**config.mk**
```make
export PLATFORM = sky130hd
export DESIGN_NAME = input_conditioner_flat
export DESIGN_NICKNAME = d
export VERILOG_FILES = /design/src/rtl/input_conditioner_pkg.sv /design/src/rtl/input_conditioner_if.sv /design/src/rtl/input_conditioner_debounce_channel.sv /design/src/rtl/input_conditioner.sv /design/src/flat_wrapper.sv
export SDC_FILE = /design/constraint.sdc
export NUM_CORES = 1
export LEC_CHECK = 0
export ABC_CLOCK_PERIOD_IN_PS = 3500
export CAP_MARGIN = 20
export CORE_UTILIZATION = 40
export CTS_CLUSTER_DIAMETER = 200
export DETAILED_ROUTE_END_ITERATION = 8
export GPL_ROUTABILITY_DRIVEN = 0
export PLACE_DENSITY = 0.53
export SLEW_MARGIN = 25
export SYNTH_ARGS = -nofsm -noshare
export SYNTH_HDL_FRONTEND = slang
export SYNTH_HIERARCHICAL = 1
export SYNTH_SLANG_ARGS = --single-unit
```
**constraint.sdc**
```tcl
create_clock -name Clk -period 3.5 [get_ports Clk]
set_input_delay 0.7 -clock Clk [delete_from_list [all_inputs] [get_ports Clk]]
set_output_delay 0.7 -clock Clk [all_outputs]
set_load 0.005 [all_outputs]
```
**src/rtl/input_conditioner_pkg.sv**
```systemverilog
// Shared constants for the input conditioner and game logic: debounce FSM state
// encodings, button bit indices and the counter sizing helper.
package input_conditioner_pkg;

    localparam int NUM_BTN = 5;
    localparam int NUM_SW  = 4;

    localparam int BTN_C = 0;
    localparam int BTN_L = 1;
    localparam int BTN_R = 2;
    localparam int BTN_U = 3;
    localparam int BTN_D = 4;

    typedef logic [1:0] db_state_t;

    localparam db_state_t ST_STABLE_LO = 2'd0;
    localparam db_state_t ST_WAIT_HI   = 2'd1;
    localparam db_state_t ST_STABLE_HI = 2'd2;
    localparam db_state_t ST_WAIT_LO   = 2'd3;

    // Counter must hold (largest interval - 1); never narrower than one bit.
    function automatic int cnt_width(input int a, input int b, input int c);
        int m;
        m = (a > b) ? a : b;
        m = (m > c) ? m : c;
        return (m > 2) ? $clog2(m) : 1;
    endfunction

endpackage

```
**src/rtl/input_conditioner_if.sv**
```systemverilog
// Raw board inputs and conditioned outputs of the input conditioner.
interface input_conditioner_if;
    import input_conditioner_pkg::*;

    logic               BtnC;
    logic               BtnL;
    logic               BtnR;
    logic               BtnU;
    logic               BtnD;
    logic [NUM_SW-1:0]  Sw;
    logic [NUM_BTN-1:0] Btn_level;
    logic [NUM_BTN-1:0] Btn_press;
    logic [NUM_BTN-1:0] Btn_release;
    logic [NUM_SW-1:0]  Sw_level;
    logic [NUM_SW-1:0]  Sw_change;

    modport master (
        output BtnC, BtnL, BtnR, BtnU, BtnD, Sw,
        input  Btn_level, Btn_press, Btn_release, Sw_level, Sw_change
    );

    modport slave (
        input  BtnC, BtnL, BtnR, BtnU, BtnD, Sw,
        output Btn_level, Btn_press, Btn_release, Sw_level, Sw_change
    );

endinterface

```
**src/rtl/input_conditioner_debounce_channel.sv**
```systemverilog
// One debounced input: 2-flop synchronizer, 4-state debounce FSM and shared counter.
// Auto-repeat of the rising pulse on held buttons is built only with BTN_REPEAT_EN.
module debounce_channel
    import input_conditioner_pkg::*;
#(
    parameter int DEBOUNCE_CYCLES = 1000000,
    parameter int REPEAT_DELAY    = 50000000,
    parameter int REPEAT_PERIOD   = 10000000,
    parameter bit IS_BUTTON       = 1'b1
) (
    input  logic i_clk,
    input  logic i_rst_n,
    input  logic i_raw,
    output logic o_level,
    output logic o_rise,
    output logic o_fall
);

    localparam int CNT_W = cnt_width(DEBOUNCE_CYCLES, REPEAT_DELAY, REPEAT_PERIOD);
    localparam bit DB_ONE = (DEBOUNCE_CYCLES <= 1);
    localparam logic [CNT_W:0] DB_LAST    = (CNT_W+1)'(DEBOUNCE_CYCLES - 1);
    localparam logic [CNT_W:0] REP_DELAY  = (CNT_W+1)'(REPEAT_DELAY);
    localparam logic [CNT_W:0] REP_PERIOD = (CNT_W+1)'(REPEAT_PERIOD);

`ifdef BTN_REPEAT_EN
    localparam bit REPEAT_ON = IS_BUTTON;
`else
    localparam bit REPEAT_ON = 1'b0 && IS_BUTTON;
`endif

    logic             r_sync1;
    logic             r_sync2;
    db_state_t        r_state;
    logic [CNT_W-1:0] r_cnt;
    logic             r_level;
    logic             r_rise;
    logic             r_fall;
    logic             r_rep_armed;
    logic [CNT_W:0]   w_cnt_inc;
    logic             w_sample;

    assign w_sample  = r_sync2;
    assign w_cnt_inc = {1'b0, r_cnt} + 1'b1;

    // The entering sample counts as the first stable one, so acceptance fires on the
    // DEBOUNCE_CYCLES-th consecutive sample: 2 + DEBOUNCE_CYCLES cycles after a raw edge.
    always_ff @(posedge i_clk or negedge i_rst_n) begin
        if (!i_rst_n) begin
            r_sync1     <= 1'b0;
            r_sync2     <= 1'b0;
            r_state     <= ST_STABLE_LO;
            r_cnt       <= '0;
            r_level     <= 1'b0;
            r_rise      <= 1'b0;
            r_fall      <= 1'b0;
            r_rep_armed <= 1'b0;
        end else begin
            r_sync1 <= i_raw;
            r_sync2 <= r_sync1;
            r_rise  <= 1'b0;
            r_fall  <= 1'b0;
            case (r_state)
                ST_STABLE_LO: begin
                    if (w_sample) begin
                        r_cnt <= '0;
                        if (DB_ONE) begin
                            r_state     <= ST_STABLE_HI;
                            r_level     <= 1'b1;
                            r_rise      <= 1'b1;
                            r_rep_armed <= 1'b0;
                        end else begin
                            r_state <= ST_WAIT_HI;
                        end
                    end
                end
                ST_WAIT_HI: begin
                    if (!w_sample) begin
                        r_state <= ST_STABLE_LO;
                        r_cnt   <= '0;
                    end else if (w_cnt_inc == DB_LAST) begin
                        r_state     <= ST_STABLE_HI;
                        r_cnt       <= '0;
                        r_level     <= 1'b1;
                        r_rise      <= 1'b1;
                        r_rep_armed <= 1'b0;
                    end else begin
                        r_cnt <= w_cnt_inc[CNT_W-1:0];
                    end
                end
                ST_STABLE_HI: begin
                    if (!w_sample) begin
                        r_cnt <= '0;
                        if (DB_ONE) begin
                            r_state <= ST_STABLE_LO;
                            r_level <= 1'b0;
                            r_fall  <= 1'b1;
                        end else begin
                            r_state <= ST_WAIT_LO;
                        end
                    end else if (REPEAT_ON) begin
                        // First repeat waits REPEAT_DELAY, later ones REPEAT_PERIOD.
                        if (w_cnt_inc == (r_rep_armed ? REP_PERIOD : REP_DELAY)) begin
                            r_cnt       <= '0;
                            r_rise      <= 1'b1;
                            r_rep_armed <= 1'b1;
                        end else begin
                            r_cnt <= w_cnt_inc[CNT_W-1:0];
                        end
                    end
                end
                ST_WAIT_LO: begin
                    if (w_sample) begin
                        r_state     <= ST_STABLE_HI;
                        r_cnt       <= '0;
                        r_rep_armed <= 1'b1;
                    end else if (w_cnt_inc == DB_LAST) begin
                        r_state <= ST_STABLE_LO;
                        r_cnt   <= '0;
                        r_level <= 1'b0;
                        r_fall  <= 1'b1;
                    end else begin
                        r_cnt <= w_cnt_inc[CNT_W-1:0];
                    end
                end
                default: begin
                    r_state <= ST_STABLE_LO;
                    r_cnt   <= '0;
                end
            endcase
        end
    end

    assign o_level = r_level;
    assign o_rise  = r_rise;
    assign o_fall  = r_fall;

endmodule

```
**src/rtl/input_conditioner.sv**
```systemverilog
// Debounces five pushbuttons and four slide switches into levels and edge pulses.
// Define BTN_REPEAT_EN to add auto-repeat press pulses on held buttons.
module input_conditioner
    import input_conditioner_pkg::*;
#(
    parameter int DEBOUNCE_CYCLES = 1000000,
    parameter int REPEAT_DELAY    = 50000000,
    parameter int REPEAT_PERIOD   = 10000000
) (
    input  logic                Clk,
    input  logic                Reset,
    input_conditioner_if.slave  bus
);

    logic [NUM_BTN-1:0] w_btn_raw;
    logic [NUM_BTN-1:0] w_btn_level;
    logic [NUM_BTN-1:0] w_btn_rise;
    logic [NUM_BTN-1:0] w_btn_fall;
    logic [NUM_SW-1:0]  w_sw_level;
    logic [NUM_SW-1:0]  w_sw_rise;
    logic [NUM_SW-1:0]  w_sw_fall;

    assign w_btn_raw[BTN_C] = bus.BtnC;
    assign w_btn_raw[BTN_L] = bus.BtnL;
    assign w_btn_raw[BTN_R] = bus.BtnR;
    assign w_btn_raw[BTN_U] = bus.BtnU;
    assign w_btn_raw[BTN_D] = bus.BtnD;

    for (genvar g = 0; g < NUM_BTN; g++) begin : g_btn
        debounce_channel #(
            .DEBOUNCE_CYCLES (DEBOUNCE_CYCLES),
            .REPEAT_DELAY    (REPEAT_DELAY),
            .REPEAT_PERIOD   (REPEAT_PERIOD),
            .IS_BUTTON       (1'b1)
        ) u_chan (
            .i_clk   (Clk),
            .i_rst_n (Reset),
            .i_raw   (w_btn_raw[g]),
            .o_level (w_btn_level[g]),
            .o_rise  (w_btn_rise[g]),
            .o_fall  (w_btn_fall[g])
        );
    end

    for (genvar g = 0; g < NUM_SW; g++) begin : g_sw
        debounce_channel #(
            .DEBOUNCE_CYCLES (DEBOUNCE_CYCLES),
            .REPEAT_DELAY    (REPEAT_DELAY),
            .REPEAT_PERIOD   (REPEAT_PERIOD),
            .IS_BUTTON       (1'b0)
        ) u_chan (
            .i_clk   (Clk),
            .i_rst_n (Reset),
            .i_raw   (bus.Sw[g]),
            .o_level (w_sw_level[g]),
            .o_rise  (w_sw_rise[g]),
            .o_fall  (w_sw_fall[g])
        );
    end

    assign bus.Btn_level   = w_btn_level;
    assign bus.Btn_press   = w_btn_rise;
    assign bus.Btn_release = w_btn_fall;
    assign bus.Sw_level    = w_sw_level;
    assign bus.Sw_change   = w_sw_rise | w_sw_fall;

endmodule

```
**src/flat_wrapper.sv**
```systemverilog
// flat-port wrapper written by rule: the top's interface ports become plain ports
module input_conditioner_flat import input_conditioner_pkg::*;
#(
    parameter int DEBOUNCE_CYCLES = 1000000,
    parameter int REPEAT_DELAY    = 50000000,
    parameter int REPEAT_PERIOD   = 10000000
)
  (Clk, Reset, bus_BtnC, bus_BtnL, bus_BtnR, bus_BtnU, bus_BtnD, bus_Sw, bus_Btn_level, bus_Btn_press, bus_Btn_release, bus_Sw_level, bus_Sw_change);
  input_conditioner_if bus_i ();
  input  logic Clk;
  input  logic Reset;
  input wire logic [$bits(bus_i.BtnC)-1:0] bus_BtnC;
  input wire logic [$bits(bus_i.BtnL)-1:0] bus_BtnL;
  input wire logic [$bits(bus_i.BtnR)-1:0] bus_BtnR;
  input wire logic [$bits(bus_i.BtnU)-1:0] bus_BtnU;
  input wire logic [$bits(bus_i.BtnD)-1:0] bus_BtnD;
  input wire logic [$bits(bus_i.Sw)-1:0] bus_Sw;
  output wire logic [$bits(bus_i.Btn_level)-1:0] bus_Btn_level;
  output wire logic [$bits(bus_i.Btn_press)-1:0] bus_Btn_press;
  output wire logic [$bits(bus_i.Btn_release)-1:0] bus_Btn_release;
  output wire logic [$bits(bus_i.Sw_level)-1:0] bus_Sw_level;
  output wire logic [$bits(bus_i.Sw_change)-1:0] bus_Sw_change;
  assign bus_i.BtnC = bus_BtnC;
  assign bus_i.BtnL = bus_BtnL;
  assign bus_i.BtnR = bus_BtnR;
  assign bus_i.BtnU = bus_BtnU;
  assign bus_i.BtnD = bus_BtnD;
  assign bus_i.Sw = bus_Sw;
  assign bus_Btn_level = bus_i.Btn_level;
  assign bus_Btn_press = bus_i.Btn_press;
  assign bus_Btn_release = bus_i.Btn_release;
  assign bus_Sw_level = bus_i.Sw_level;
  assign bus_Sw_change = bus_i.Sw_change;
  input_conditioner #(.DEBOUNCE_CYCLES(DEBOUNCE_CYCLES), .REPEAT_DELAY(REPEAT_DELAY), .REPEAT_PERIOD(REPEAT_PERIOD)) u_core (.Clk(Clk), .Reset(Reset), .bus(bus_i));
endmodule
```
* Yosys cells after proc, flatten, opt, wreduce, memory -nomap -nowiden
Cells that the tools add are included.
Word-level totals: flip-flop bits (word level) 297, bits of input ports 11, output and inout port bits 23, word-level logic and storage cells 433
Operators by class: add/subtract/negate cells 9, eq/ne operators 108, multiplexer cells 207, bitwise logic cells 1, reduce and logical (&&, ||, !) cells 45
Operators by type and width (number):
- $mux 26 | 45
- $pmux 26 s4 | 9
- $add 26x1->27 const B | 9
- $eq 27x20->1 const B | 9
- $mux 2 | 54
- $ne 2x2->1 const B | 54
- $mux 1 | 81
- $pmux 2 s4 | 9
- $ne 3x3->1 const B | 18
- $reduce_and 5->1 | 9
- $eq 2x2->1 const B | 18
- $reduce_and 4->1 | 9
- $eq 2x1->1 const B | 9
- $logic_not 2->1 | 9
- $pmux 1 s2 | 9
- $reduce_and 2->1 | 9
- $reduce_bool 2->1 | 9
- $or 4x4->4 | 1

* Longest topological paths before layout
depth after elaboration 5, gate-level depth with buffers 11, depth with buffers taken out 10

* Hierarchy
Netlist, hierarchy kept.
By module, submodules not included:
- debounce_channel (u_core.g_btn[0].u_chan ...) | instances 8, cells each 277, area each 2272.2 sq um, sequential area each 825.8 sq um
- debounce_channel (u_core.g_sw[3].u_chan) | instances 1, cells each 261, area each 2203.4 sq um, sequential area each 825.8 sq um
- input_conditioner | instances 1, cells each 4, area each 25.0 sq um, sequential area each 0.0 sq um

* Worst setup path before layout
No wires, ideal clock.
path type register -> register, from register u_core.g_sw[3].u_chan.r_cnt[0], to register u_core.g_sw[3].u_chan.r_cnt[15], setup time 125 ps, arrival time 3049 ps, data required time 3375 ps, slack 325 ps, stages on the path, launching flop included 12, buffers on the path 3, clock period less this slack 3175 ps, path through dfrtp_1 > ha_1 > clkbuf_1 > nand3_1 > or4_2 > mux2i_1 > or4_1 > or4_1 > buf_6 > buf_8 > a31oi_1 > mux2i_1
On the way: longest elaborated chain between the ends 5, elaborated cells on any way between the ends 6, classes of those cells add/sub (1); eq/ne (1); mux (4)
RTL lines:
- start: declaration | line input_conditioner_debounce_channel.sv:34 | logic [CNT_W-1:0] r_cnt;
- start signal: assignment | line input_conditioner_debounce_channel.sv:87 | r_cnt <= w_cnt_inc[CNT_W-1:0];
- start signal: assignment | line input_conditioner_debounce_channel.sv:107 | r_cnt <= w_cnt_inc[CNT_W-1:0];
- start signal: assignment | line input_conditioner_debounce_channel.sv:122 | r_cnt <= w_cnt_inc[CNT_W-1:0];
- $add 26x1->27 * | line input_conditioner_debounce_channel.sv:43 | assign w_cnt_inc = {1'b0, r_cnt} + 1'b1;
- $eq 27x20->1 | line input_conditioner_debounce_channel.sv:80, input_conditioner_debounce_channel.sv:116
- $mux 26 * | line input_conditioner_debounce_channel.sv:80, input_conditioner_debounce_channel.sv:116
- $mux 26, on equally long branches | line input_conditioner_debounce_channel.sv:112, input_conditioner_debounce_channel.sv:77
- $pmux 26 s4 * | line input_conditioner_debounce_channel.sv:62 | case (r_state)
Every way passes the cells marked *; elsewhere a longest branch is shown, timed or not. A chain may end at the register's enable or synchronous reset.

* Worst setup path in the final report
from register u_core.g_btn[4].u_chan.r_cnt[0], to register u_core.g_btn[4].u_chan.r_cnt[16]
On the way: longest elaborated chain between the ends 5, elaborated cells on any way between the ends 6, classes of those cells add/sub (1); eq/ne (1); mux (4)
RTL lines (line):
- start: declaration | input_conditioner_debounce_channel.sv:34
- start signal: assignment | input_conditioner_debounce_channel.sv:87
- start signal: assignment | input_conditioner_debounce_channel.sv:107
- start signal: assignment | input_conditioner_debounce_channel.sv:122
- $add 26x1->27 * | input_conditioner_debounce_channel.sv:43
- $eq 27x20->1 | input_conditioner_debounce_channel.sv:80, input_conditioner_debounce_channel.sv:116
- $mux 26 * | input_conditioner_debounce_channel.sv:80, input_conditioner_debounce_channel.sv:116
- $mux 26, on equally long branches | input_conditioner_debounce_channel.sv:112, input_conditioner_debounce_channel.sv:77
- $pmux 26 s4 * | input_conditioner_debounce_channel.sv:62
Marked as above.

==> impl_results.md <==
- Status: finished, final reports clean
- Nets: between 2000 and 2500
- CTS tree: yes
- Crit path required time: 3.94 ns
- Commonest non-fill, non-tap cells in the layout: 327 x nand2_1, 297 x dfrtp_1, 180 x nand3_1
- WL final: approximately 52000 um
- Initial antenna violation count: 0
- Pwr Total: around 8000 uW
- Share of flip-flops with an asynchronous set or reset: 100%
- Worst-path clk slew: 0.05 ns
- WP data arrival: 3.77 ns
- DR WL/cell: ~16 um
- CTS Root Cell: clkbuf_16
- Clock sinks: 297
- CTS Buf Count: 38
- Netlist cell types: 70
- Final core occ: approximately 46%
- Layout area overhead: 12.3%
- Hold Fails Final Rpt: 0
- Initial core utilization: slightly above 40%
- Minimum clock period: roughly 3.3 ns
- Drt first pass iters: 5
- Clk Latency, worst-skew pair: ~0.56 ns
- Worst-path fanout max: 20
- Die height: ~230 um
- GRT Util Overall: 20.3%
- DRT iter0 DRCs: ~1500
- Vias per std cell: 5.87
- Max_slew headroom: around 45%
- H-tree depth: 2
- Mapped Nets: approximately 2500
- Slowest cell delay on critical path: around 0.59 ns
- CORE AREA: a little over 50000 sq um
- Rows: between 80 and 90
- Synth Flop Type: dfrtp_1
- Crit start category: flip-flop
- Post-Syn Instances: between 2000 and 2500
- Post-CTS Setup Inserts: 0
- Max-slew violations: 0
- Post-synthesis instance area: between 20000 and 25000 sq um
- Max rail drop VDD: around 280 uV
- Residual DRC count: 0
- Tcrit/Tclk final: 95.0%
- Total number of vias: between 15000 and 20000
- Clock Skew: approximately 0.023 ns
- Dpl hpwl: around 36000 um
- Synthesized area per cell: ~8.2 sq um
- Remaining antenna violation count: 0
- Number of enable flip-flop cells after synthesis: 0
- Die footprint: ~52000 sq um
- Most common cell after layout, fill and taps aside: nand2_1
- Grt ovf: 0
- LEAKAGE: 0.00954 uW
- Proportion of layout cells with a drive suffix above 1: 11.2%
- Seq/Total Area, Yosys: 36.4%
- Max Root-Sink Buffers: 3
- Crit-path slowest cell: or4_4
- Worst path cell trace: ha_1, nand4_2, buf_4, nor4_1, a31oi_1, or4_4, o31ai_4, buf_12, nor3b_1, a211o_1
- Setup Viol. Count Final: 0
- Top cell type's share of synthesized area: a little over a third
- Min-delay worst type: in -> async
- Fmax: 301 MHz
- Synth area leader: dfrtp_1
- Die width: approximately 230 um
- Maxcap violations: 0
- # port buffers: 33
- Pin count of the biggest net entering global routing: 78
- Synth area leaders: dfrtp_1 36%, nand2_1 6.0%, nand3_1 4.4%, o21ai_0 3.5%, nor3_1 2.7%
- Ports: 34
- Critical Setup Path Class: reg -> reg
- First-pass GRT wire length: 90000 um
- Worst setup EP type: flip-flop
- Worst slew pin tran: between 0.8 and 0.9 ns
- Yosys warnings: 6
- Flops & latches, synth: 297
- Power Dens Cells: 349 nW/um^2
- Number of global-route vias before repair: 17700
- Flop-to-flop setup slack: ~0.18 ns
## per-layer routing
metal | wire length [um] | global-route usage (%)
met1 | 24800 | 27.9
met2 | 24400 | 33.4
met3 | 2050 | 3.08
met4 | 892 | 4.95
met5 | 0 | 0
## cells by family (layout without fill, tap and decap cells)
family          Yosys count  after routing  share of synthesized area (%)
compound gates          536            536                           17.6
xor+xnor                 22             22                          0.944
flops                   297            297                           36.4
other cells               0              1                              0
fa+ha+maj                18             18                           1.10
simple gates           1344           1344                           36.8
buf+inv                 230            244                           5.35
mux                      34             34                           1.72
## synthesized netlist by cell type (9+ instances only)
cell       instances
xor2_1             9
buf_6              9
and3_1            37
clkbuf_1          65
or4_1             34
nor3_1           111
clkbuf_2          27
a211o_1           50
a21o_1            65
and2_1            50
o31ai_1           10
nor2b_1           19
ha_1              18
o41ai_1           17
o22ai_1           11
or3_1             46
nand4_2           16
o21ai_0          144
nand2b_1          75
a211oi_1           9
and4_1            18
nand4_1           68
nor4b_1           25
nand2_1          327
inv_1             34
nor2_1           139
a21oi_1           89
nor4_1            87
xnor2_1           13
a2111oi_0          9
buf_2             93
nand3_1          180
dfrtp_1          297
o21a_1             9
or2_2             26
a31oi_1           62
nor4_4             9
mux2i_1           25
## flip-flops by register name (all words and copies together) (netlist names), 5 cells and up, named ones only
name and count:
u_core/g_btn.u_chan/r_cnt 130, u_core/g_btn.u_chan/r_state 5, u_core/g_btn.u_chan/r_sync1 5, u_core/g_btn.u_chan/o_rise 5
u_core/g_btn.u_chan/o_level 5, u_core/g_sw.u_chan/r_cnt 104, u_core/g_btn.u_chan/o_fall 5, u_core/g_btn.u_chan/r_sync2 5
## worst max-delay path, delay by kind of cell (launching register included)
kind | cells | cell delay [ns]
and+or+nand+nor | 4 | 1.32
adders and majority gates | 1 | 0.27
AOI/OAI and AO/OA | 3 | 0.81
buffers and inverters | 2 | 0.37
DFF | 1 | 0.42
## through the flow
step	hold WS, ns	area [sq um]	instances	setup WS (ns)	setup TNS [ns]
detailed placement	0.335	21600	3099	0.131	0
global route	0.173	22900	3167	-0.00164	-0.00164
global placement	0.331	21600	3099	0.173	0
CTS	0.150	22900	3167	0.0931	0
finish	0.142	22900	3168	0.177	0
floorplan	0.331	20400	2481	0.325	0
## cell type report
cell class	count	area (sq um)
Timing Repair Buffer	142	1280
Clock inverter	12	184
Fill cell	4957	27400
Inverter	34	128
Sequential cell	297	7430
Multi-Input combinational cell	1954	11900
Tap cell	672	841
Clock buffer	56	1140
Antenna cell	1	2.50
## timing repair
| item | CTS | global route |
|---|---|---|
| endpoints found under the hold margin | 0 | 0 |
| endpoints found under the setup margin | 0 | 43 |
| resized for setup | 0 | 10 |
| hold buffers | 0 | 0 |
## worst paths after layout
| path | from | endpoint | depth (start not counted) |
|---|---|---|---|
| worst min-delay path | Reset | u_core/g_sw[0].u_chan/o_level | 1 |
| min in group Clk | u_core/g_btn[4].u_chan/r_sync1 | u_core/g_btn[4].u_chan/r_sync2 | 0 |
| max in group asynchronous | Reset | u_core/g_sw[3].u_chan/r_cnt[16] | 2 |
| worst max register to register | u_core/g_btn[4].u_chan/r_cnt[0] | u_core/g_btn[4].u_chan/r_cnt[16] | 10 |
| worst max-delay path | u_core/g_btn[4].u_chan/r_cnt[0] | u_core/g_btn[4].u_chan/r_cnt[16] | 10 |
| worst min register to register | u_core/g_btn[4].u_chan/r_sync1 | u_core/g_btn[4].u_chan/r_sync2 | 0 |
## report_power, final
part           leakage [uW]  switching, uW  total, uW  internal, uW
sequential          0.00408           43.3       3510          3470
clock              0.000646           1570       4120          2550
combinational       0.00482            254        361           107
No activity file was read; power rests on OpenSTA's default activity.
